--- src/rtl/cpu_controller.sv ---
// Control unit for the single-cycle datapath: instruction decode plus a small
// sequencer for memory stalls, HALT, timeout fault and retired-instruction count.
module cpu_controller #(
    parameter int unsigned TIMEOUT = 15,
    parameter int unsigned CNT_W   = 16
) (
    input  logic             clk,
    input  logic             rst,
    input  logic [5:0]       code,
    input  logic             ze,
    input  logic             c,
    input  logic             mem_ack,
    output logic             writeReg,
    output logic             memorywrite,
    output logic             memoryread,
    output logic             push,
    output logic             pop,
    output logic             selRR2,
    output logic             selALU2,
    output logic             selpc,
    output logic             selz,
    output logic             selc,
    output logic             ldz,
    output logic             ldc,
    output logic [1:0]       selWD,
    output logic [1:0]       selRet,
    output logic [2:0]       ALUfn,
    output logic             pc_hold,
    output logic             mem_req,
    output logic             halted,
    output logic             fault,
    output logic [CNT_W-1:0] retired
);

    typedef enum logic [1:0] {IDLE, EXEC, MEM_WAIT, HALTED} state_t;

    localparam logic [8:0] TIMEOUT_C = 9'(TIMEOUT);

    state_t           state_r, state_s;
    logic [7:0]       wait_cnt_r, wait_cnt_s;
    logic [8:0]       wait_nxt_s;
    logic [CNT_W-1:0] retired_r;
    logic             halted_r, fault_r;
    logic             retire_s, set_halt_s, set_fault_s;

    logic       d_wr_s, d_mw_s, d_mr_s, d_push_s, d_pop_s, d_rr2_s, d_alu2_s;
    logic       d_selpc_s, d_selz_s, d_selc_s, d_ldz_s, d_ldc_s;
    logic [1:0] d_wd_s, d_ret_s;
    logic [2:0] d_fn_s;
    logic       d_mem_s, d_halt_s;

    assign wait_nxt_s = {1'b0, wait_cnt_r} + 9'd1;
    assign retired    = retired_r;
    assign halted     = halted_r;
    assign fault      = fault_r;

    // Instruction decode, independent of sequencer state
    always_comb begin
        d_wr_s = 1'b0; d_mw_s = 1'b0; d_mr_s = 1'b0; d_push_s = 1'b0; d_pop_s = 1'b0;
        d_rr2_s = 1'b0; d_alu2_s = 1'b0; d_selpc_s = 1'b0; d_selz_s = 1'b0;
        d_selc_s = 1'b0; d_ldz_s = 1'b0; d_ldc_s = 1'b0;
        d_wd_s = 2'b00; d_ret_s = 2'b00; d_fn_s = 3'b000;
        d_mem_s = 1'b0; d_halt_s = 1'b0;
        case (code[5:3])
            3'b000, 3'b001, 3'b010, 3'b011: begin
                d_fn_s   = code[3:1];
                d_alu2_s = ~code[4];
                d_wr_s   = 1'b1;
                d_ldz_s  = 1'b1;
                d_ldc_s  = 1'b1;
            end
            3'b100: begin
                d_mem_s = 1'b1;
                if (code[2]) begin
                    d_rr2_s = 1'b1;
                    d_mw_s  = 1'b1;
                end else begin
                    d_mr_s = 1'b1;
                    d_wd_s = 2'b01;
                end
            end
            3'b101: begin
                d_wd_s   = 2'b10;
                d_wr_s   = 1'b1;
                d_ldz_s  = 1'b1;
                d_ldc_s  = 1'b1;
                d_selz_s = 1'b1;
                d_selc_s = 1'b1;
            end
            3'b110: begin
                case (code[2:0])
                    3'b000:  d_selpc_s = ze;
                    3'b001:  d_selpc_s = ~ze;
                    3'b010:  d_selpc_s = c;
                    3'b011:  d_selpc_s = ~c;
                    default: d_selpc_s = 1'b0;
                endcase
            end
            3'b111: begin
                case (code[2:1])
                    2'b00:   d_ret_s = 2'b10;
                    2'b01: begin
                        d_ret_s  = 2'b10;
                        d_push_s = 1'b1;
                    end
                    2'b10: begin
                        d_ret_s = 2'b01;
                        d_pop_s = 1'b1;
                    end
                    default: d_halt_s = 1'b1;
                endcase
            end
            default: d_halt_s = 1'b0;
        endcase
    end

    // Sequencer next state and gated datapath controls
    always_comb begin
        writeReg = 1'b0; memorywrite = 1'b0; memoryread = 1'b0; push = 1'b0; pop = 1'b0;
        selRR2 = 1'b0; selALU2 = 1'b0; selpc = 1'b0; selz = 1'b0; selc = 1'b0;
        ldz = 1'b0; ldc = 1'b0; selWD = 2'b00; selRet = 2'b00; ALUfn = 3'b000;
        pc_hold = 1'b1; mem_req = 1'b0;
        state_s = state_r; wait_cnt_s = wait_cnt_r;
        retire_s = 1'b0; set_halt_s = 1'b0; set_fault_s = 1'b0;
        case (state_r)
            IDLE: state_s = EXEC;
            EXEC, MEM_WAIT: begin
                if (d_halt_s) begin
                    retire_s   = 1'b1;
                    set_halt_s = 1'b1;
                    state_s    = HALTED;
                end else begin
                    writeReg = d_wr_s; memorywrite = d_mw_s; memoryread = d_mr_s;
                    push = d_push_s; pop = d_pop_s; selRR2 = d_rr2_s; selALU2 = d_alu2_s;
                    selpc = d_selpc_s; selz = d_selz_s; selc = d_selc_s;
                    ldz = d_ldz_s; ldc = d_ldc_s; selWD = d_wd_s; selRet = d_ret_s;
                    ALUfn = d_fn_s;
                    mem_req = d_mem_s;
                    if (!d_mem_s) begin
                        pc_hold  = 1'b0;
                        retire_s = 1'b1;
                    end else if (state_r == EXEC) begin
                        wait_cnt_s = 8'd0;
                        state_s    = MEM_WAIT;
                    end else if (mem_ack) begin
                        // ack takes priority over an expiring timeout
                        writeReg = d_mr_s;
                        pc_hold  = 1'b0;
                        retire_s = 1'b1;
                        state_s  = EXEC;
                    end else if (wait_nxt_s == TIMEOUT_C) begin
                        set_fault_s = 1'b1;
                        state_s     = HALTED;
                    end else begin
                        wait_cnt_s = wait_nxt_s[7:0];
                    end
                end
            end
            HALTED:  state_s = HALTED;
            default: state_s = IDLE;
        endcase
    end

    // State, wait counter, retired count and sticky status flags
    always_ff @(posedge clk or negedge rst) begin
        if (!rst) begin
            state_r    <= IDLE;
            wait_cnt_r <= 8'd0;
            retired_r  <= '0;
            halted_r   <= 1'b0;
            fault_r    <= 1'b0;
        end else begin
            state_r    <= state_s;
            wait_cnt_r <= wait_cnt_s;
            if (retire_s) begin
                retired_r <= retired_r + CNT_W'(1);
            end
            if (set_halt_s) begin
                halted_r <= 1'b1;
            end
            if (set_fault_s) begin
                fault_r <= 1'b1;
            end
        end
    end

endmodule

--- config.mk ---
export PLATFORM = sky130hd
export DESIGN_NAME = cpu_controller
export DESIGN_NICKNAME = d
export VERILOG_FILES = /design/src/rtl/cpu_controller.sv
export SDC_FILE = /design/constraint.sdc
export NUM_CORES = 1
export LEC_CHECK = 0
export CAP_MARGIN = 10
export CORE_ASPECT_RATIO = 1.4
export CORE_UTILIZATION = 35
export DETAILED_ROUTE_END_ITERATION = 10
export PLACE_DENSITY = 0.58
export SLEW_MARGIN = 20
export SYNTH_ARGS = -nofsm -noshare
export SYNTH_HDL_FRONTEND = slang
export SYNTH_SLANG_ARGS = --single-unit
--- constraint.sdc ---
create_clock -name clk -period 2 [get_ports clk]
set_input_delay 0.3 -clock clk [delete_from_list [all_inputs] [get_ports clk]]
set_output_delay 0.3 -clock clk [all_outputs]
set_load 0.05 [all_outputs]
Word level (Yosys, flattened, before mapping)

Cells that the tools add are included.

Flip-flop bits (word level): 28
Output and inout port bits: 39
Word-level logic and storage cells: 119

Add/subtract/negate cells: 2
Eq/ne operators: 20
Muxes and demuxes: 77
Bitwise operators: 4
Reduce and logical (&&, ||, !) cells: 11

Operators with widths:

| kind                    | number |
|---|---|
| $mux W1                 | 57 |
| $mux W8                 | 3 |
| $mux W2                 | 10 |
| $add A16 B1 Y16 const B | 1 |
| $eq A3 B2 Y1 const B    | 4 |
| $eq A3 B3 Y1 const B    | 4 |
| $add A8 B1 Y9 const B   | 1 |
| $eq A9 B4 Y1 const B    | 1 |
| $mux W3                 | 3 |
| $pmux W2 S2             | 2 |
| $eq A2 B2 Y1 const B    | 3 |
| $eq A3 B1 Y1 const B    | 2 |
| $logic_not A3 Y1        | 2 |
| $pmux W2 S3             | 1 |
| $ne A5 B5 Y1 const B    | 1 |
| $reduce_and A5 Y1       | 1 |
| $reduce_or A5 Y1        | 1 |
| $eq A2 B1 Y1 const B    | 2 |
| $logic_not A2 Y1        | 2 |
| $not A1 Y1              | 4 |
| $pmux W1 S4             | 1 |
| $reduce_or A2 Y1        | 2 |
| $reduce_or A4 Y1        | 1 |
| $ne A3 B3 Y1 const B    | 1 |
| 4 further kinds         | 4 |

Logic depth before layout (Yosys ltp)

Word-level depth: 8
Gate-level depth with buffers: 9

Worst setup path after synthesis

OpenSTA, ideal clock, no wires.

Kind: register to output
From: reg state_r[0]
To: out push
Arrival: 2718 ps
Slack: -1018 ps
Cell stages (with the launch flop): 7
Cell sequence: dfrtp_1 > inv_1 > ha_1 > buf_4 > nand3_1 > nor3b_1 > and2_1

Longest elaborated chain between the ends: 3
Elaborated cells on any way between the ends: 4
Those cells by class: eq/ne: 2; mux: 1; reduce/logical: 1

RTL lines:

| element                                      | line | text |
|---|---|---|
| start, declared                              | 39   | `state_t state_r, state_s;` |
| start signal, assigned                       | 173  | `state_r <= state_s;` |
| $eq A2 B1 Y1 or $eq A2 B2 Y1 (tied branches) | 125  | `case (state_r)` |
| $reduce_or A2 Y1 (*)                         | 125  |  |
| $mux W1 (*)                                  | 125  |  |
| end, declared                                | 16   | `output logic push,` |

Every way passes the cells marked *; elsewhere a longest branch is shown, timed or not.

Worst setup path after layout

From: reg state_r[0]
To: out selRR2

Longest elaborated chain between the ends: 3
Elaborated cells on any way between the ends: 4
Those cells by class: eq/ne: 2; mux: 1; reduce/logical: 1

RTL lines:

| element                                      | line | text |
|---|---|---|
| $eq A2 B1 Y1 or $eq A2 B2 Y1 (tied branches) | 125  |  |
| $reduce_or A2 Y1 (*)                         | 125  |  |
| $mux W1 (*)                                  | 125  |  |
| end, declared                                | 18   | `output logic selRR2,` |

Marks and branches as above.

==> run metrics <==
status=finished, final reports clean; dpl ws=-0.00270 ns; Max-cap violations=0; initial antenna violation count=0; Worst Tran Pin Value=around 0.52 ns; drt total wl=3.96 mm; WL met2=approximately 2.3 mm; WL met1=1.51 mm; WP data required=between 1.5 and 2 ns; Die W=about 60 microns; CP max FO=5; Top Ports=50; pin count of the biggest net entering global routing=29; first-pass GRT wire length=6.76 mm; worst min-delay path class=input pin to asynchronous set/reset pin; Synth Flop Type=dfrtp_1; grt ovf=0; die height=84.5 microns; critical path depth=6; worst-path cell chain=inv_2, ha_4, and4bb_4, buf_6, and2_4, buf_12; Buf/Inv on CP=3; # rows=29; Root Buffer=clkbuf_8; # clock sinks=28; leading area contributor after synthesis=dfrtp_1; Slowest-stage cell, CP=dfrtp_1; f_max=approximately 0.50 GHz; Global Route Usage Sum=17.1%; vias in the first global route=1576; first drt pass iteration count=4; slew margin rel.=roughly two thirds; Clock Tree Buf Depth=2; wire per inst=12.8 microns; placed insts=297; top-area cell type share of the netlist area=41.1%; post-route ant nets=0; Post-Syn Nets=200; Vias/cell=4.94; worst setup path class=register to output pin; delay-heaviest family, CP=simple AND/OR/NAND/NOR gates; area of placed instances=0.00259 sq mm; static leakage=1.18 nW; EDFF count, synth=0; Iter 0 DRT Violations=30; sequential element share of the synthesized area=41.1%; Final Hold Fails=0; Syn Area/Cell=9.36 sq um; Final Util=60.1%; Clock Skew=0.00564 ns; number of diodes=0; die area=0.00515 sq mm; CP endpoint kind=output pin; final cell count without fillers=309; fin. max-slew vios=0; Final Critical Period=1.99 ns; RePlAce Congestion=0.844; yosys warns=0; max layer used=met4; RSZ-0062 raised after global routing=true; Final Setup Violations=0; met3 wire length=177 microns; Port Buffers=49; CP max stage delay=0.39 ns; Area growth syn-to-layout=62.6%; CTS buffer count=3; dpl hpwl=~3 mm; setup TNS=0 ns; startpoint types=register; DRC=0; overall via count from detail_route=1527; Nets=266; Synth Register Bits=28; Pwr per Cell Area=1450 mW/mm^2; critical path arrival=1.69 ns; period utilisation layout=99.4%; layout cells sized above 1=28.7%; Peak VDD IR=0.00109 V; depth of the most critical reg-to-reg path=7; Clock Latency Late Sink=around 0.27 ns; Initial Util=37.0%; post-route setup slack=around 0.013 ns; CTS tree=yes; Mapped Cells=182; post-synthesis async set-or-reset flop share=100%; Final Cell Area=0.00277 sq mm; synth unique cells=37; Reg clk slew, reported paths=0.10 ns; core area=0.00461 sq mm; cell area after synthesis=0.00170 sq mm; leading post-synthesis cells by cell area=dfrtp_1 41%, ha_1 5.1%, xnor2_1 5.1%; H-tree depth=1
-- layout by cell type, fill, tap and decap left out, types with 2 or more instances in the layout --
cell / Yosys / routed
xnor2_1: 10 / 10
buf_4: 6 / 20
o21ai_0: 7 / 7
and4_1: 2 / 2
nand2_1: 17 / 17
nand4_1: 5 / 5
nand3_1: 9 / 8
dfrtp_1: 28 / 28
nor3_1: 6 / 4
a21oi_1: 9 / 7
and2_1: 5 / 3
o21ai_1: 2 / 2
inv_2: 0 / 2
nor2_2: 0 / 2
nand2b_1: 2 / 2
ha_1: 7 / 6
inv_1: 7 / 5
mux2i_1: 6 / 6
xor2_1: 8 / 8
and3_1: 2 / 2
nor3_4: 0 / 2
buf_12: 0 / 21
clkbuf_8: 0 / 3
and2_4: 0 / 2
nor2_4: 1 / 2
nor3b_1: 3 / 2
nor2_1: 21 / 18
clkdlybuf4s50_1: 0 / 28
or4b_1: 2 / 2
-- path summary, 6_finish.rpt --
| check | start | to | slack [ns] |
|---|---|---|---|
| worst max-delay path | state_r[0]$_DFFE_PN0P_ | selRR2 | 0.01 |
| worst min-delay path | rst | retired[0]$_DFFE_PN0P_ | 0.40 |
| worst max register to register | state_r[0]$_DFFE_PN0P_ | wait_cnt_r[3]$_DFFE_PN0P_ | 0.12 |
| worst min register to register | retired[15]$_DFFE_PN0P_ | retired[15]$_DFFE_PN0P_ | 0.48 |
| max in group asynchronous | rst | wait_cnt_r[2]$_DFFE_PN0P_ | 1.35 |
| min in group clk | retired[15]$_DFFE_PN0P_ | retired[15]$_DFFE_PN0P_ | 0.48 |
-- timing repair --
item                                    4_1_cts  5_1_grt
pin swaps                                     1        5
buffers inserted                              6        2
resized for setup                             6        5
endpoints found under the setup margin       20       20
hold buffers                                  0        0
-- cells by family (layout without fill, tap and decap cells) --
kind of cell | after synthesis | in the layout | share of synthesized area [%]
simple gates | 83 | 83 | 26.7
flops | 28 | 28 | 41.1
compound gates | 22 | 22 | 7.94
xor+xnor | 18 | 18 | 9.26
buf+inv | 16 | 81 | 5.00
mux | 8 | 8 | 4.85
fa+ha+maj | 7 | 7 | 5.14
-- layer usage --
| layer | track usage (%) | vias up |
|---|---|---|
| li1 | - | 748 |
| met1 | 18.6 | 731 |
| met2 | 32.7 | 46 |
| met3 | 2.00 | 2 |
| met4 | 4.96 | 0 |
| met5 | 0 | - |
-- sequential cells by signal (all words and copies together), names as in the netlist --
| signal | count |
|---|---|
| fault | 1 |
| wait_cnt_r | 8 |
| state_r | 2 |
| halted | 1 |
| retired | 16 |
-- cell type report --
type	instances	area, sq um
fillers	400	1840
multi-input cells	138	1030
repair buffers	70	862
flip-flops and latches	28	701
well taps	62	77.6
clock buffers	3	41.3
clock inverters	1	30.0
inverters	7	26.3
-- cell usage after synthesis, types with 5 or more instances --
library cell and n:
buf_4 6, nor2_1 21, xnor2_1 10, and2_1 5
inv_1 7, o21ai_0 7, a21oi_1 9, nor3_1 6
mux2i_1 6, nand4_1 5, nand3_1 9, xor2_1 8
nand2_1 17, ha_1 7, dfrtp_1 28
-- stage by stage --
| stage | hold WS (ns) | power (mW) |
|---|---|---|
| 5_1_grt | 0.432 | 4.23 |
| 2_1_floorplan | 0.00441 | 2.41 |
| 6_report | 0.396 | 4.00 |
| 4_1_cts | 0.407 | 3.95 |
| 3_3_place_gp | 0.442 | 3.28 |
| 3_5_place_dp | 0.457 | 3.35 |
-- power breakdown --
part / internal (mW) / switching (mW) / leakage (nW)
sequential: 0.718 / 0.173 / 0.346
clock: 0.268 / 0.174 / 0.0357
combinational: 1.18 / 1.49 / 0.798
Power figures use the tool's default switching activity.
